$ cat src/rtl/uart_mmio_pkg.sv
// Shared constants for the UART MMIO front-end: register offsets and
// STATUS/CTRL bit positions.
package uart_mmio_pkg;

    localparam logic [2:0] UART_DATA_OFS = 3'h0;
    localparam logic [2:0] UART_STAT_OFS = 3'h4;

    localparam int unsigned STAT_RXDP    = 0;
    localparam int unsigned STAT_TXFULL  = 1;
    localparam int unsigned STAT_TXEMPTY = 2;
    localparam int unsigned STAT_RXOVR   = 3;
    localparam int unsigned STAT_TXOVF   = 4;

    localparam int unsigned CTRL_TXFLUSH = 0;
    localparam int unsigned CTRL_RXFLUSH = 1;

endpackage

$ cat src/rtl/sync_fifo.sv
// Synchronous first-word-fall-through FIFO with flush. Accepts a push while
// full if a pop happens on the same edge.
module sync_fifo #(
    parameter int unsigned WIDTH = 8,
    parameter int unsigned DEPTH = 16
) (
    input  logic                     clk,
    input  logic                     rst,
    input  logic                     flush,
    input  logic                     push,
    input  logic [WIDTH-1:0]         din,
    input  logic                     pop,
    output logic [WIDTH-1:0]         dout,
    output logic                     full,
    output logic                     empty,
    output logic [$clog2(DEPTH):0]   count
);

    localparam int unsigned PTR_W = $clog2(DEPTH);
    localparam int unsigned CNT_W = PTR_W + 1;

    logic [WIDTH-1:0] mem_q [DEPTH];
    logic [PTR_W-1:0] wptr_q, rptr_q;
    logic [CNT_W-1:0] count_q;
    logic             do_push, do_pop;

    assign full    = (count_q == CNT_W'(DEPTH));
    assign empty   = (count_q == '0);
    assign count   = count_q;
    assign do_pop  = pop & ~empty;
    assign do_push = push & (~full | do_pop);
    // Gate the head so stale storage never leaks out after reset or flush.
    assign dout    = empty ? '0 : mem_q[rptr_q];

    always_ff @(posedge clk) begin
        if (rst || flush) begin
            wptr_q  <= '0;
            rptr_q  <= '0;
            count_q <= '0;
        end else begin
            if (do_push) wptr_q <= wptr_q + PTR_W'(1);
            if (do_pop)  rptr_q <= rptr_q + PTR_W'(1);
            case ({do_push, do_pop})
                2'b10:   count_q <= count_q + CNT_W'(1);
                2'b01:   count_q <= count_q - CNT_W'(1);
                default: count_q <= count_q;
            endcase
        end
    end

    always_ff @(posedge clk) begin
        if (do_push) mem_q[wptr_q] <= din;
    end

endmodule

$ cat src/rtl/uart_mmio_fifo.sv
// UART register front-end: address decode, sticky error flags and the read
// mux around a TX and an RX FIFO.
module uart_mmio_fifo
    import uart_mmio_pkg::*;
#(
    parameter int unsigned DATA_W   = 8,
    parameter int unsigned TX_DEPTH = 16,
    parameter int unsigned RX_DEPTH = 16
) (
    input  logic              clk,
    input  logic              rst,
    input  logic              tx_wen,
    input  logic              rx_ren,
    input  logic [2:0]        uart_addr,
    input  logic [DATA_W-1:0] uart_din,
    output logic [DATA_W-1:0] uart_dout,
    output logic [DATA_W-1:0] tx_data,
    output logic              tx_valid,
    input  logic              tx_ready,
    input  logic [DATA_W-1:0] rx_data,
    input  logic              rx_valid,
    output logic              rx_irq
);

    localparam int unsigned TX_CNT_W = $clog2(TX_DEPTH) + 1;
    localparam int unsigned RX_CNT_W = $clog2(RX_DEPTH) + 1;

    logic                data_sel, stat_sel;
    logic                tx_push, tx_pop, tx_flush, tx_full, tx_empty;
    logic                rx_pop, rx_flush, rx_full, rx_empty;
    logic [DATA_W-1:0]   rx_head, status;
    logic [TX_CNT_W-1:0] tx_count;
    logic [RX_CNT_W-1:0] rx_count;
    logic                tx_ovf_evt, rx_ovr_evt, stat_clr;
    logic                tx_overflow_q, tx_overflow_d;
    logic                rx_overrun_q, rx_overrun_d;

    assign data_sel = (uart_addr == UART_DATA_OFS);
    assign stat_sel = (uart_addr == UART_STAT_OFS);

    assign tx_push  = tx_wen & data_sel;
    assign tx_pop   = tx_valid & tx_ready;
    assign tx_flush = tx_wen & stat_sel & uart_din[CTRL_TXFLUSH];
    assign rx_pop   = rx_ren & data_sel;
    assign rx_flush = tx_wen & stat_sel & uart_din[CTRL_RXFLUSH];

    assign tx_valid = ~tx_empty;
    assign rx_irq   = ~rx_empty;

    sync_fifo #(
        .WIDTH (DATA_W),
        .DEPTH (TX_DEPTH)
    ) u_tx_fifo (
        .clk   (clk),
        .rst   (rst),
        .flush (tx_flush),
        .push  (tx_push),
        .din   (uart_din),
        .pop   (tx_pop),
        .dout  (tx_data),
        .full  (tx_full),
        .empty (tx_empty),
        .count (tx_count)
    );

    sync_fifo #(
        .WIDTH (DATA_W),
        .DEPTH (RX_DEPTH)
    ) u_rx_fifo (
        .clk   (clk),
        .rst   (rst),
        .flush (rx_flush),
        .push  (rx_valid),
        .din   (rx_data),
        .pop   (rx_pop),
        .dout  (rx_head),
        .full  (rx_full),
        .empty (rx_empty),
        .count (rx_count)
    );

    // A drop only happens when the FIFO is full and nothing leaves on this edge.
    assign tx_ovf_evt = tx_push & tx_full & ~tx_pop;
    assign rx_ovr_evt = rx_valid & rx_full & ~rx_pop;
    assign stat_clr   = rx_ren & stat_sel;

    always_comb begin
        tx_overflow_d = tx_overflow_q;
        rx_overrun_d  = rx_overrun_q;
        if (stat_clr) begin
            tx_overflow_d = 1'b0;
            rx_overrun_d  = 1'b0;
        end
        if (tx_ovf_evt) tx_overflow_d = 1'b1;
        if (rx_ovr_evt) rx_overrun_d  = 1'b1;
    end

    always_ff @(posedge clk) begin
        if (rst) begin
            tx_overflow_q <= 1'b0;
            rx_overrun_q  <= 1'b0;
        end else begin
            tx_overflow_q <= tx_overflow_d;
            rx_overrun_q  <= rx_overrun_d;
        end
    end

    always_comb begin
        status               = '0;
        status[STAT_RXDP]    = ~rx_empty;
        status[STAT_TXFULL]  = tx_full;
        status[STAT_TXEMPTY] = tx_empty;
        status[STAT_RXOVR]   = rx_overrun_q;
        status[STAT_TXOVF]   = tx_overflow_q;
    end

    always_comb begin
        uart_dout = '0;
        if (rx_ren) begin
            if (data_sel)      uart_dout = rx_head;
            else if (stat_sel) uart_dout = status;
        end
    end

    a_no_dual_access: assert property (@(posedge clk) disable iff (rst) !(tx_wen && rx_ren));
    a_tx_count_range: assert property (@(posedge clk) disable iff (rst)
                                       tx_count <= TX_CNT_W'(TX_DEPTH));
    a_rx_count_range: assert property (@(posedge clk) disable iff (rst)
                                       rx_count <= RX_CNT_W'(RX_DEPTH));

endmodule
$ cat config.mk
export PLATFORM = sky130hd
export DESIGN_NAME = uart_mmio_fifo
export DESIGN_NICKNAME = d
export VERILOG_FILES = /design/src/rtl/uart_mmio_pkg.sv /design/src/rtl/sync_fifo.sv /design/src/rtl/uart_mmio_fifo.sv
export SDC_FILE = /design/constraint.sdc
export NUM_CORES = 1
export LEC_CHECK = 0
export ABC_AREA = 1
export CAP_MARGIN = 25
export CORE_ASPECT_RATIO = 1.25
export CORE_MARGIN = 2
export CORE_UTILIZATION = 30
export CTS_CLUSTER_DIAMETER = 120
export CTS_CLUSTER_SIZE = 24
export DETAILED_ROUTE_END_ITERATION = 10
export GPL_ROUTABILITY_DRIVEN = 0
export RECOVER_POWER = 100
export SLEW_MARGIN = 20
export SYNTH_ARGS = -nofsm -noshare
export SYNTH_HDL_FRONTEND = slang
export SYNTH_SLANG_ARGS = --single-unit
export TNS_END_PERCENT = 20
$ cat constraint.sdc
create_clock -name clk -period 5.35 [get_ports clk]
set_input_delay 1.07 -clock clk [delete_from_list [all_inputs] [get_ports clk]]
set_output_delay 1.07 -clock clk [all_outputs]
set_load 0.02 [all_outputs]
==> metrics.txt <==
core outline area=40,800 um^2; number of different library cells in the post-synthesis netlist=42; cell with the largest stage delay on the worst path=dlygate4sd3_1; gr ovfl total=0; first drt pass iteration count=5; setup repair after global routing missed its margin=no; most common cell type on the critical path=dlygate4sd3_1; setup slack at placement=1.22 ns; I/O pin total=43; sequential fraction of the synthesis area=0.681; maximum number of pins on one net before global-route repair=74; Fmax achieved=222 MHz; clock edge transition at the registers on the reported setup and hold paths=0.09 ns; total power per unit cell area=360 nW/um^2; H-tree depth=1; fraction of post-synthesis cell area in the top cell type by area=0.623; worst setup skew after layout=0.0272 ns; fraction of power consumed by sequential logic=0.515; number of antenna violations at the first check in global routing=1; Setup TNS Final=0 ns; Clock Root Buffer=clkbuf_16; Post-synth top cells=edfxtp_1, nand2_1, nor2_1, o21ai_0, nand3_1; #FFs+latches synth=292; first-pass GRT wire length=43,400 um; transition time at the pin with the least slew margin=1.62 ns; WL/cell=16.4 um; Overall Power=4.94 mW; path category of the worst min-delay check=flip-flop to flip-flop; CTS tree=yes; worst hold slack=0.472 ns; number of port buffers=42; horizontal die dimension=185 um; remaining number of nets flagged by the antenna check after routing=0; most used standard cell by instance count after synthesis=edfxtp_1; Post-Syn Area=12,300 um^2; headroom to the max-slew limit=-0.0852; Filler Cells Inserted=4,079; dominant cells by area after synthesis=edfxtp_1, nand2_1, dfxtp_1; via count of the first global-routing pass=7,651; Detailed Place HPWL=17,700 um; max-slew violation total from the final report=18; # nets final=1,181; run status=complete, but fails checks; area leader, netlist=edfxtp_1; worst voltage drop across the vdd grid=0.000220 V; clock share of power=0.268; CTS Sinks=292; post-route met1 wirelength=11,900 um; count of buffers added by post-CTS timing repair for setup=0; type of element capturing the critical path=primary output; cell count after synthesis=1,105; number of cells upsized or downsized after cts=0; Max-Cap Viols=2; Worst-Skew Late Latency=0.50 ns; vias=7,929; startpoint type of the worst setup path=primary input; hold buffer count at CTS=0; crit-path cells=dlygate4sd3_1 -> or2_0 -> nor2_4 -> nand2_1 -> nor2_8 -> inv_4 -> a21oi_1 -> dlygate4sd3_1; fraction of final layout cells sized beyond drive strength 1=0.0340; overall die height=231 um; GRT Util Overall=0.130; Crit path largest cell delay=0.69 ns; number of synthesis warnings=0; LEAKAGE=4.73 nW; number of inserted diodes=0; TritonCTS buffer count=16; effective utilization at floorplan=0.302; Final min period=4.50 ns; largest fanout of any net on the critical path=10; net count after synthesis=1,149; share of synthesized flip-flops with an asynchronous set or reset=0; arrival time worst endpoint=3.43 ns; Logic pwr share=0.217; fraction of power spent switching nets=0.298; Net Switching=1.47 mW; Top FF cell, synth=edfxtp_1; final hold viol count=0; vias per cell=4.67; violated checks=max-capacitance violations, max-slew violations; area of the die=42,800 um^2; top routing layer in use=met4; initial drt markers=572; Post-route DRC=0; ratio of final minimum period to clock period=0.841; Worst Path Required=4.28 ns; post-route core utilization=0.336; Pint=3.47 mW; standard-cell rows=83; Setup WS post-layout=0.850 ns; wire length on met3=1120 um; number of synthesized flops with an enable pin=256; WL met2=14,300 um; path type of the worst setup path=primary input to primary output; # setup viols final=0; DRT Wirelength=27,800 um; synthesis-to-finish area growth=11.2%; maximum count of clock buffers along a single path=3; syn_area_per_cell=11.2 um^2
-- routing by layer --
metal / vias up / track usage
met1: 3848 / 0.169
met5: - / 0
met4: 0 / 0.0253
li1: 3894 / -
met3: 25 / 0.0148
met2: 162 / 0.234
-- flip-flops by register name, indices dropped and copies added, names as in the netlist, named ones only --
signal            flops
u_rx_fifo.mem_q     128
u_tx_fifo.mem_q     128
u_rx_fifo.rptr_q      4
tx_overflow_q         1
u_rx_fifo.wptr_q      4
u_tx_fifo.count       5
u_tx_fifo.wptr_q      4
rx_overrun_q          1
u_rx_fifo.count       5
u_tx_fifo.rptr_q      4
-- cell type report --
class	instances	area, um^2	area share
clock buffer	27	463	0.0337
clock inverter	1	20.0	0.00146
inverter	63	240	0.0175
multi-input combinational	703	3370	0.246
sequential	292	8410	0.613
tap	552	691	0.0503
timing repair buffer	61	527	0.0384
-- stage by stage --
stage / cells / cell area [um^2]
finish: 1699 / 13700
global route: 1699 / 13700
global placement: 1670 / 13400
detailed placement: 1671 / 13400
floorplan: 1105 / 12300
CTS: 1699 / 13900
-- logic make-up (layout without fill, tap and decap cells) --
logic type,Yosys count,in the layout,share of synthesized area
AOI/OAI and AO/OA,196,196,0.0868
DFF,292,292,0.681
buffers and inverters,110,152,0.0407
adders and majority gates,19,19,0.0199
xor gates and xnor gates,13,13,0.00923
and+or+nand+nor,475,475,0.162
-- critical path: cells and delay by family --
family,cells,cell delay (ns)
buffers and inverters,3,1.30
AND/OR/NAND/NOR,4,0.89
AO/OA/AOI/OAI,1,0.15
-- layout by cell type, fill, tap and decap left out, types with 2 or more instances in the layout --
cell type / n
ha_1: 18
clkbuf_16: 17
nor2_1: 139
a21oi_1: 73
o211ai_1: 9
nand3_1: 83
clkinv_1: 2
inv_1: 54
nand2_1: 227
o21ai_1: 2
inv_2: 5
o21ai_0: 89
dfxtp_2: 2
edfxtp_1: 256
buf_4: 5
nand2_2: 2
xor2_1: 9
dfxtp_1: 34
nor3_1: 17
clkbuf_1: 23
o31ai_1: 16
xnor2_1: 4
dlygate4sd3_1: 32
o22ai_1: 4
clkdlybuf4s50_1: 10
-- worst paths after layout --
check / from / endpoint / slack, ns / cells after the start
setup reg to reg: u_rx_fifo.count[2] / u_rx_fifo.mem_q[15][5] / 2.44 / 6
hold reg to reg: u_rx_fifo.rptr_q[2] / flip-flop / 0.47 / 2
setup / recovery: uart_addr[1] / uart_dout[7] / 0.85 / 8
hold / removal: u_rx_fifo.rptr_q[2] / flip-flop / 0.47 / 2
-- power by group through the flow --
stage                     sequential [mW]  combinational [mW]  clock, mW
after floorplan                      2.59               0.728          0
after global placement               2.60                1.09          0
after detailed placement             2.60                1.11          0
after CTS                            2.55                1.12       1.35
after global routing                 2.55                1.20       1.42
final                                2.55                1.07       1.32
Power figures use the tool's default switching activity.
